File: config.mk
export PLATFORM = sky130hd
export DESIGN_NAME = writeback_commit_arbiter_flat
export DESIGN_NICKNAME = d
export VERILOG_FILES = /design/src/rtl/writeback_commit_arbiter_if.sv /design/src/rtl/writeback_commit_arbiter.sv /design/src/flat_wrapper.sv
export SDC_FILE = /design/constraint.sdc
export NUM_CORES = 2
export LEC_CHECK = 0
export ABC_CLOCK_PERIOD_IN_PS = 26300
export CORE_MARGIN = 3
export CORE_UTILIZATION = 25
export CTS_BUF_LIST = sky130_fd_sc_hd__clkbuf_4
export CTS_CLUSTER_DIAMETER = 40
export DETAILED_ROUTE_END_ITERATION = 10
export SLEW_MARGIN = 20
export SYNTH_ARGS = -nofsm -noshare
export SYNTH_HDL_FRONTEND = slang
export SYNTH_SLANG_ARGS = --single-unit
File: constraint.sdc
create_clock -name clk -period 26.3 [get_ports clk]
set_input_delay 5.26 -clock clk [delete_from_list [all_inputs] [get_ports clk]]
set_output_delay 5.26 -clock clk [all_outputs]
set_load 0.01 [all_outputs]
File: src/rtl/writeback_commit_arbiter_if.sv
// rtl/writeback_commit_arbiter_if.sv - result-source and commit-side signal bundle for writeback_commit_arbiter
interface writeback_commit_arbiter_if #(
    parameter int NUM_WARP_LOG    = 3,
    parameter int SIZE_CORE       = 8,
    parameter int SIZE_DATA       = 32,
    parameter int SIZE_REGFILE_BR = 6
);
    logic                           intu_valid_i;
    logic [NUM_WARP_LOG-1:0]        intu_warp_i;
    logic [SIZE_REGFILE_BR-1:0]     intu_dest_i;
    logic [SIZE_CORE-1:0]           intu_mask_i;
    logic [SIZE_CORE*SIZE_DATA-1:0] intu_data_i;
    logic                           intu_ready_o;

    logic                           load_valid_i;
    logic [NUM_WARP_LOG-1:0]        load_warp_i;
    logic [SIZE_REGFILE_BR-1:0]     load_dest_i;
    logic [SIZE_CORE-1:0]           load_mask_i;
    logic [SIZE_CORE*SIZE_DATA-1:0] load_data_i;
    logic                           load_ready_o;

    logic                           wb_valid_o;
    logic                           wb_src_o;
    logic                           wb_we_o;
    logic [NUM_WARP_LOG-1:0]        wb_warp_o;
    logic [SIZE_REGFILE_BR-1:0]     wb_dest_o;
    logic [SIZE_CORE-1:0]           wb_mask_o;
    logic [SIZE_CORE*SIZE_DATA-1:0] wb_data_o;
    logic                           sb_intu_commit_o;
    logic                           sb_load_commit_o;

    modport master (
        output intu_valid_i, intu_warp_i, intu_dest_i, intu_mask_i, intu_data_i,
        output load_valid_i, load_warp_i, load_dest_i, load_mask_i, load_data_i,
        input  intu_ready_o, load_ready_o,
        input  wb_valid_o, wb_src_o, wb_we_o, wb_warp_o, wb_dest_o, wb_mask_o, wb_data_o,
        input  sb_intu_commit_o, sb_load_commit_o
    );

    modport slave (
        input  intu_valid_i, intu_warp_i, intu_dest_i, intu_mask_i, intu_data_i,
        input  load_valid_i, load_warp_i, load_dest_i, load_mask_i, load_data_i,
        output intu_ready_o, load_ready_o,
        output wb_valid_o, wb_src_o, wb_we_o, wb_warp_o, wb_dest_o, wb_mask_o, wb_data_o,
        output sb_intu_commit_o, sb_load_commit_o
    );
endinterface

File: src/rtl/writeback_commit_arbiter.sv
// rtl/writeback_commit_arbiter.sv - merges INTU/LDST results into one register-file write and scoreboard commit
// Optional WB_BYPASS_EN: an input may skip its empty FIFO into the output register when the block is idle.
module writeback_commit_arbiter #(
    parameter int NUM_WARP_LOG    = 3,
    parameter int SIZE_CORE       = 8,
    parameter int SIZE_DATA       = 32,
    parameter int SIZE_REGFILE_BR = 6,
    parameter int FIFO_DEPTH      = 4
) (
    input  logic                      clk,
    input  logic                      reset,
    input  logic                      stall_i,
    writeback_commit_arbiter_if.slave bus
);
    localparam int ENTRY_W = NUM_WARP_LOG + SIZE_REGFILE_BR + SIZE_CORE + SIZE_CORE * SIZE_DATA;
    localparam int PTR_W   = $clog2(FIFO_DEPTH);

    typedef logic [ENTRY_W-1:0] entry_t;

    // Index 0 is INTU, index 1 is LDST, matching the wb_src_o encoding.
    entry_t           fifoMem [2][FIFO_DEPTH];
    logic [PTR_W-1:0] rdPtr   [2];
    logic [PTR_W-1:0] wrPtr   [2];
    logic [PTR_W:0]   count   [2];
    entry_t           inEntry [2];
    entry_t           head    [2];

    logic [1:0] inValid;
    logic [1:0] ready;
    logic [1:0] notEmpty;
    logic [1:0] push;
    logic [1:0] pop;
    logic [1:0] bypass;
    logic       grant;
    logic       winner;
    logic       takeBypass;
    logic       bypassSrc;
    logic       lastGrant;

    logic       outValid;
    logic       outSrc;
    entry_t     outEntry;

    always_comb begin
        inValid    = {bus.load_valid_i, bus.intu_valid_i};
        inEntry[0] = {bus.intu_warp_i, bus.intu_dest_i, bus.intu_mask_i, bus.intu_data_i};
        inEntry[1] = {bus.load_warp_i, bus.load_dest_i, bus.load_mask_i, bus.load_data_i};
        for (int s = 0; s < 2; s++) begin
            // Depth is a power of two and count never exceeds it, so the MSB alone flags full.
            ready[s]    = ~count[s][PTR_W];
            notEmpty[s] = |count[s];
            head[s]     = fifoMem[s][rdPtr[s]];
        end
    end

    always_comb begin
        grant  = ~stall_i & (|notEmpty);
        winner = (&notEmpty) ? ~lastGrant : notEmpty[1];
        pop    = {grant & winner, grant & ~winner};
`ifdef WB_BYPASS_EN
        // Only when both FIFOs are empty; INTU takes priority if both present together.
        bypassSrc  = ~inValid[0];
        takeBypass = ~stall_i & ~(|notEmpty) & (|inValid);
        bypass     = {takeBypass & bypassSrc, takeBypass & ~bypassSrc};
`else
        bypassSrc  = 1'b0;
        takeBypass = 1'b0;
        bypass     = 2'b00;
`endif
        push = inValid & ready & ~bypass;
    end

    always_ff @(posedge clk) begin
        if (reset) begin
            for (int s = 0; s < 2; s++) begin
                rdPtr[s] <= '0;
                wrPtr[s] <= '0;
                count[s] <= '0;
            end
        end else begin
            for (int s = 0; s < 2; s++) begin
                if (push[s]) begin
                    fifoMem[s][wrPtr[s]] <= inEntry[s];
                    wrPtr[s]             <= wrPtr[s] + PTR_W'(1);
                end
                if (pop[s]) begin
                    rdPtr[s] <= rdPtr[s] + PTR_W'(1);
                end
                if (push[s] && !pop[s]) begin
                    count[s] <= count[s] + (PTR_W+1)'(1);
                end else if (pop[s] && !push[s]) begin
                    count[s] <= count[s] - (PTR_W+1)'(1);
                end
            end
        end
    end

    // Stall freezes the slot entirely; only an unstalled cycle consumes or refills it.
    always_ff @(posedge clk) begin
        if (reset) begin
            outValid  <= 1'b0;
            outSrc    <= 1'b0;
            outEntry  <= '0;
            lastGrant <= 1'b1;
        end else if (!stall_i) begin
            if (grant) begin
                outValid  <= 1'b1;
                outSrc    <= winner;
                outEntry  <= head[winner];
                lastGrant <= winner;
            end else if (takeBypass) begin
                outValid  <= 1'b1;
                outSrc    <= bypassSrc;
                outEntry  <= inEntry[bypassSrc];
                lastGrant <= bypassSrc;
            end else begin
                outValid  <= 1'b0;
            end
        end
    end

    assign bus.intu_ready_o = ready[0];
    assign bus.load_ready_o = ready[1];

    assign bus.wb_valid_o = outValid;
    assign bus.wb_src_o   = outSrc;
    assign {bus.wb_warp_o, bus.wb_dest_o, bus.wb_mask_o, bus.wb_data_o} = outEntry;
    assign bus.wb_we_o    = outValid & (|bus.wb_mask_o);

    assign bus.sb_intu_commit_o = outValid & ~outSrc & ~stall_i;
    assign bus.sb_load_commit_o = outValid &  outSrc & ~stall_i;
endmodule

File: src/flat_wrapper.sv
// flat-port wrapper written by rule: the top's interface ports become plain ports
module writeback_commit_arbiter_flat 
#(
    parameter int NUM_WARP_LOG    = 3,
    parameter int SIZE_CORE       = 8,
    parameter int SIZE_DATA       = 32,
    parameter int SIZE_REGFILE_BR = 6,
    parameter int FIFO_DEPTH      = 4
)
  (clk, reset, stall_i, bus_intu_valid_i, bus_intu_warp_i, bus_intu_dest_i, bus_intu_mask_i, bus_intu_data_i, bus_load_valid_i, bus_load_warp_i, bus_load_dest_i, bus_load_mask_i, bus_load_data_i, bus_intu_ready_o, bus_load_ready_o, bus_wb_valid_o, bus_wb_src_o, bus_wb_we_o, bus_wb_warp_o, bus_wb_dest_o, bus_wb_mask_o, bus_wb_data_o, bus_sb_intu_commit_o, bus_sb_load_commit_o);
  writeback_commit_arbiter_if #(.NUM_WARP_LOG(NUM_WARP_LOG), .SIZE_CORE(SIZE_CORE), .SIZE_DATA(SIZE_DATA), .SIZE_REGFILE_BR(SIZE_REGFILE_BR)) bus_i ();
  input  logic clk;
  input  logic reset;
  input  logic stall_i;
  input wire logic [$bits(bus_i.intu_valid_i)-1:0] bus_intu_valid_i;
  input wire logic [$bits(bus_i.intu_warp_i)-1:0] bus_intu_warp_i;
  input wire logic [$bits(bus_i.intu_dest_i)-1:0] bus_intu_dest_i;
  input wire logic [$bits(bus_i.intu_mask_i)-1:0] bus_intu_mask_i;
  input wire logic [$bits(bus_i.intu_data_i)-1:0] bus_intu_data_i;
  input wire logic [$bits(bus_i.load_valid_i)-1:0] bus_load_valid_i;
  input wire logic [$bits(bus_i.load_warp_i)-1:0] bus_load_warp_i;
  input wire logic [$bits(bus_i.load_dest_i)-1:0] bus_load_dest_i;
  input wire logic [$bits(bus_i.load_mask_i)-1:0] bus_load_mask_i;
  input wire logic [$bits(bus_i.load_data_i)-1:0] bus_load_data_i;
  output wire logic [$bits(bus_i.intu_ready_o)-1:0] bus_intu_ready_o;
  output wire logic [$bits(bus_i.load_ready_o)-1:0] bus_load_ready_o;
  output wire logic [$bits(bus_i.wb_valid_o)-1:0] bus_wb_valid_o;
  output wire logic [$bits(bus_i.wb_src_o)-1:0] bus_wb_src_o;
  output wire logic [$bits(bus_i.wb_we_o)-1:0] bus_wb_we_o;
  output wire logic [$bits(bus_i.wb_warp_o)-1:0] bus_wb_warp_o;
  output wire logic [$bits(bus_i.wb_dest_o)-1:0] bus_wb_dest_o;
  output wire logic [$bits(bus_i.wb_mask_o)-1:0] bus_wb_mask_o;
  output wire logic [$bits(bus_i.wb_data_o)-1:0] bus_wb_data_o;
  output wire logic [$bits(bus_i.sb_intu_commit_o)-1:0] bus_sb_intu_commit_o;
  output wire logic [$bits(bus_i.sb_load_commit_o)-1:0] bus_sb_load_commit_o;
  assign bus_i.intu_valid_i = bus_intu_valid_i;
  assign bus_i.intu_warp_i = bus_intu_warp_i;
  assign bus_i.intu_dest_i = bus_intu_dest_i;
  assign bus_i.intu_mask_i = bus_intu_mask_i;
  assign bus_i.intu_data_i = bus_intu_data_i;
  assign bus_i.load_valid_i = bus_load_valid_i;
  assign bus_i.load_warp_i = bus_load_warp_i;
  assign bus_i.load_dest_i = bus_load_dest_i;
  assign bus_i.load_mask_i = bus_load_mask_i;
  assign bus_i.load_data_i = bus_load_data_i;
  assign bus_intu_ready_o = bus_i.intu_ready_o;
  assign bus_load_ready_o = bus_i.load_ready_o;
  assign bus_wb_valid_o = bus_i.wb_valid_o;
  assign bus_wb_src_o = bus_i.wb_src_o;
  assign bus_wb_we_o = bus_i.wb_we_o;
  assign bus_wb_warp_o = bus_i.wb_warp_o;
  assign bus_wb_dest_o = bus_i.wb_dest_o;
  assign bus_wb_mask_o = bus_i.wb_mask_o;
  assign bus_wb_data_o = bus_i.wb_data_o;
  assign bus_sb_intu_commit_o = bus_i.sb_intu_commit_o;
  assign bus_sb_load_commit_o = bus_i.sb_load_commit_o;
  writeback_commit_arbiter #(.NUM_WARP_LOG(NUM_WARP_LOG), .SIZE_CORE(SIZE_CORE), .SIZE_DATA(SIZE_DATA), .SIZE_REGFILE_BR(SIZE_REGFILE_BR), .FIFO_DEPTH(FIFO_DEPTH)) u_core (.clk(clk), .reset(reset), .stall_i(stall_i), .bus(bus_i));
endmodule
* After elaboration in Yosys (flattened, before gate mapping)
Memory sizes are Yosys's and may differ from the RTL's.
Cells that the tools add are included.
** Word-level totals
- Bits in writable memories :: 2198
- Register bits after elaboration :: 276
- Bits of input ports :: 551
- Memories :: 4
** Operators by class
- $lt $le $gt $ge :: 7
- Reductions and logical operators :: 16
- $add $sub $neg :: 8
- Multiplexer cells :: 53
- Bitwise operators :: 28
** Memories
- u_core.fifoMem :: depth 2, width 1092, rd ports 2, clocked after Yosys merged registers in 0, write ports 2, RTL line writeback_commit_arbiter.sv:21 : entry_t fifoMem [2][FIFO_DEPTH];
- u_core.count :: depth 2, width 3, rd ports 2, clocked after Yosys merged registers in 0, write ports 2, RTL line writeback_commit_arbiter.sv:24 : logic [PTR_W:0] count [2];
- u_core.rdPtr :: depth 2, width 2, rd ports 2, clocked after Yosys merged registers in 0, write ports 2, RTL line writeback_commit_arbiter.sv:22 : logic [PTR_W-1:0] rdPtr [2];
- u_core.wrPtr :: depth 2, width 2, rd ports 2, clocked after Yosys merged registers in 0, write ports 2, RTL line writeback_commit_arbiter.sv:23 : logic [PTR_W-1:0] wrPtr [2];
** Operator list (count)
- $mux 273 :: 9
- $mux 1092 :: 2
- $bmux 273 s2 :: 2
- $demux 273 s2 :: 2
- $mux 1 :: 30
- $ge 3x3->1 const B :: 4
- $mux 3 :: 4
- $not 2->3 :: 4
- $add 2x1->2 const B :: 4
- $and 1x1->1 :: 8
- $mux 2 :: 4
- $or 1x1->1 :: 8
- $reduce_or 8->1 :: 1
- $add 3x1->3 const B :: 2
- $logic_and 1x1->1 :: 6
- $lt 3x1->1 const B :: 2
- $not 1->1 :: 6
- $reduce_or 3->1 :: 2
- $reduce_or 6->1 :: 1
- $sub 3x1->3 const B :: 2
- $logic_not 1->1 :: 4
- $reduce_and 2->1 :: 2
- $and 2x2->2 :: 1
- $ge 2x2->1 const B :: 1
- $not 1->2 :: 1

* Logic depth before layout (Yosys ltp)
An unclocked memory read counts as a cell.
- Depth after elaboration :: 13
- Depth in mapped cells :: 9

* Worst setup path before layout
Ideal clock, no wire load.
- Path type :: input -> register
- Start :: in reset
- End :: mem u_core.fifoMem[0][1092] (netlist name) (enable)
- Stages :: 3
- Buffers on the path :: 1
- Slack :: 13.601 ns
- Arrival time :: 12.030 ns
- Data required time :: 25.631 ns
- Library setup time :: 0.669 ns
- Path through :: buf_2 -> nor3b_1 -> and2_1
** RTL lines
- start: declaration :: RTL line flat_wrapper.sv:13 : input logic reset;
- end: declaration :: RTL line writeback_commit_arbiter.sv:21

* Worst setup path after layout
- Start :: in stall_i
- End :: out bus_sb_load_commit_o
** Between the ends
- Word-level cells in the longest chain between the ends :: 2
** RTL lines
- start: declaration :: RTL line flat_wrapper.sv:14 : input logic stall_i;
- $not 1->1 :: RTL line writeback_commit_arbiter.sv:131 : assign bus.sb_load_commit_o = outValid & outSrc & ~stall_i;
- $and 1x1->1 :: RTL line writeback_commit_arbiter.sv:131
- end: declaration :: RTL line flat_wrapper.sv:35 : output wire logic [$bits(bus_i.sb_load_commit_o)-1:0] bus_sb_load_commit_o;
No other way between the ends.

==> results by group <==
Logic synthesis
  – Post-Synthesis Cell Area: ~90,000 sq um
  – Netlist cell types: 44
  – Number of flops mapped to enable cells by yosys: between 2k and 2.5k
  – Most common cell in the netlist: edfxtp_1
  – Synthesized Nets: about 4.5k
  – Sequential area share after synthesis: approximately four fifths
  – Synthesized area per cell: around 23 sq um
  – Post-synth top area cell: edfxtp_1
  – Synthesized flop and latch total: 2,474
  – Dominant synthesized flop cell: edfxtp_1
  – Largest cells by area after synthesis: edfxtp_1 (74%), mux4_2 (14%), dfxtp_1 (6.2%)
  – Ys async rst share: 0%
  – Synth warnings: 0
  – Post-synth top area share: between 70% and 80%
  – Post-synth top cells: edfxtp_1 (2,198), mux4_2 (546), nor2_1 (282), dfxtp_1 (276), a222oi_1 (273)
  – Post-synthesis instance total: 3,912

CTS
  – CTS tree: yes
  – Post-cts resize count: 0
  – Clock sinks: roughly 2.5k
  – Post-CTS Hold Buffers: 0
  – Longest Clk Path Bufs: 4
  – Post-CTS setup buffers: 0
  – Clk slew on worst S/H paths: about 0.06 ns
  – H-tree Lvls: 6
  – Num CTS Buffers: 642
  – CTS root buf: clkbuf_4
  – Worst-Skew Late Latency: ~1.5 ns

Timing
  – Slew HR: between 15 and 20%
  – Minimum clock period: 11.90 ns
  – Fin. Hold Viols: 0
  – Final setup TNS: 0 ns
  – Slew Limit Fails: 0
  – Final period utilization: 45.25%
  – Fmax: 84.03 MHz
  – Worst Skew: ~0.11 ns
  – RSZ-0062 raised after global routing: no
  – Worst slew pin tran: 1.221 ns
  – Final setup fails: 0

Floorplanning
  – # rows: ~220
  – Placeable Area: between 300,000 and 400,000 sq um
  – Die H: around 600 um
  – Initial Util: 25.17%
  – Ports: 831
  – Die width: 605.1 um
  – Die area: between 300,000 and 400,000 sq um

Layout
  – Core Util, Final: 31.49%
  – Layout Area Growth over Synthesis: 25.13%
  – Nets: roughly 5.8k
  – Register Area: 71,530 sq um
  – Multi-input logic area: around 17,000 sq um
  – Fill cells: between 30k and 40k
  – Share of cells above drive strength 1: 29.79%

Pwr
  – Peak VDD IR: ~0.054 mV
  – P per Cell Area: between 90 and 100 nW/um^2
  – P_leak: between 30 and 40 nW

Critical path
  – CP endpoint kind: primary output
  – Critical Path Start Type: input pin
  – Worst path cell trace: clkdlybuf4s50_1 -> buf_4 -> and3b_1 -> clkdlybuf4s50_1
  – Worst Setup Path Type: input pin to primary output
  – Worst Path Required: between 20 and 25 ns
  – CP max-delay cell: clkdlybuf4s50_1
  – Max stage delay on crit path: 0.54 ns
  – Worst path bufs/invs: 3
  – Crit path max fanout: 9
  – Cell mode on critical path: clkdlybuf4s50_1
  – CP top delay family: buffers and inverters
  – CP arrival: about 6.6 ns

Global route
  – Total congestion overflow: 0
  – Initial antenna violation count: between 100 and 150
  – Largest net degree at the start of global routing: ~120
  – Gr usage total: 13.74%
  – First-pass GRT wire length: approximately 360,000 um
  – Vias in the first global route: 49.71k

Drt
  – Wire per inst: ~25 um
  – Vias: ~48k
  – Vias per cell: roughly 4.5
  – Final WL: around 260,000 um
  – First-pass detailed-route iteration total: 9
  – DRT antenna net count: 0
  – DRC errors left: 0
  – DR iter-0 viols: approximately 5k

Place
  – Gpl congestion: between 0.7 and 0.8
  – IO Port Bufs: 830
  – DP Wirelength: roughly 160,000 um

Outcome
  – Status: finished clean

Hold path
  – Hold Path Class: register to register

Flow run
  – Max-cap violations: 0
==> report_power, final <==
part           leakage [nW]  switching, mW  internal, mW
Sequential             22.2          0.152          4.65
Clock                  5.16           1.61          1.84
Combinational          8.33           1.16         0.950
==> cell families after synthesis <==
family | after synthesis | synth area share, %
flip-flops | 2474 | 79.72
XOR/XNOR | 6 | 0.05857
multiplexers | 546 | 13.70
adder cells (fa/ha/maj) | 12 | 0.1757
buffers and inverters | 260 | 1.678
AND/OR/NAND/NOR | 320 | 1.442
AO/OA/AOI/OAI | 294 | 3.224
==> final cells by class <==
cell class	count	share of cell area [%]
diodes	80	0.1783
clock buffers	988	6.606
clock inverters	192	1.142
inverters	13	0.04346
multi-input cells	1178	14.90
flip-flops and latches	2474	63.71
well taps	4751	5.295
repair buffers	912	8.124
==> path summary, 6_finish.rpt <==
check                            start              endpoint  slack, ns  depth (start not counted)
setup reg to reg    u_core.count[1][0]   u_core.outEntry[84]      20.14                         11
hold reg to reg   u_core.outEntry[103]  u_core.outEntry[103]       0.52                          2
hold / removal    u_core.outEntry[103]  u_core.outEntry[103]       0.52                          2
setup / recovery               stall_i  bus_sb_load_commit_o      14.40                          4
==> metrics by stage <==
step	worst slack, ns	area (sq um)	hold WS, ns	power, mW	instances
6_report	14.40	112300	0.5188	10.36	10590
5_1_grt	14.33	112200	0.5433	10.85	10580
4_1_cts	14.38	112000	0.5193	10.53	10500
3_5_place_dp	14.39	103300	0.5049	7.045	9324
3_3_place_gp	14.39	103300	0.4952	7.005	9324
2_1_floorplan	13.60	89730	0.5045	6.138	3912
==> cell usage in the layout (no fill, tap or decap), drive strengths merged, types with 40 or more instances in the layout <==
master and n:
a222oi 273, buf 83, clkbuf 988, clkdlybuf4s50 829, clkinv 148, dfxtp 276
diode 80, edfxtp 2198, inv 40, mux4 546, nor2 282
==> metal layers <==
layer | global-route usage (%) | wire (um) | part of all wire [%] | vias to the layer above
met3 | 3.263 | 17600 | 6.7 | 600
met5 | 0 | 256 | 0.098 | -
met4 | 8.150 | 13320 | 5.1 | 40
li1 | - | - | - | 20070
met2 | 23.69 | 135600 | 52 | 2105
met1 | 15.46 | 94810 | 36 | 24980
==> tightest hold or removal path, stage by stage (launching register included) <==
cell      delay [ns]
dfxtp_1         0.32
a222oi_1        0.09
nor2_1          0.08
==> registers in the layout, indices dropped and copies added (netlist names) <==
name and flops:
u_core.bus.wb_src_o 1, u_core.bus.wb_valid_o 1, u_core.count 6, u_core.fifoMem 2184, u_core.lastGrant 1, u_core.outEntry 273
u_core.rdPtr 4, u_core.wrPtr 4
Note: power is estimated with default switching activity, not from simulation.
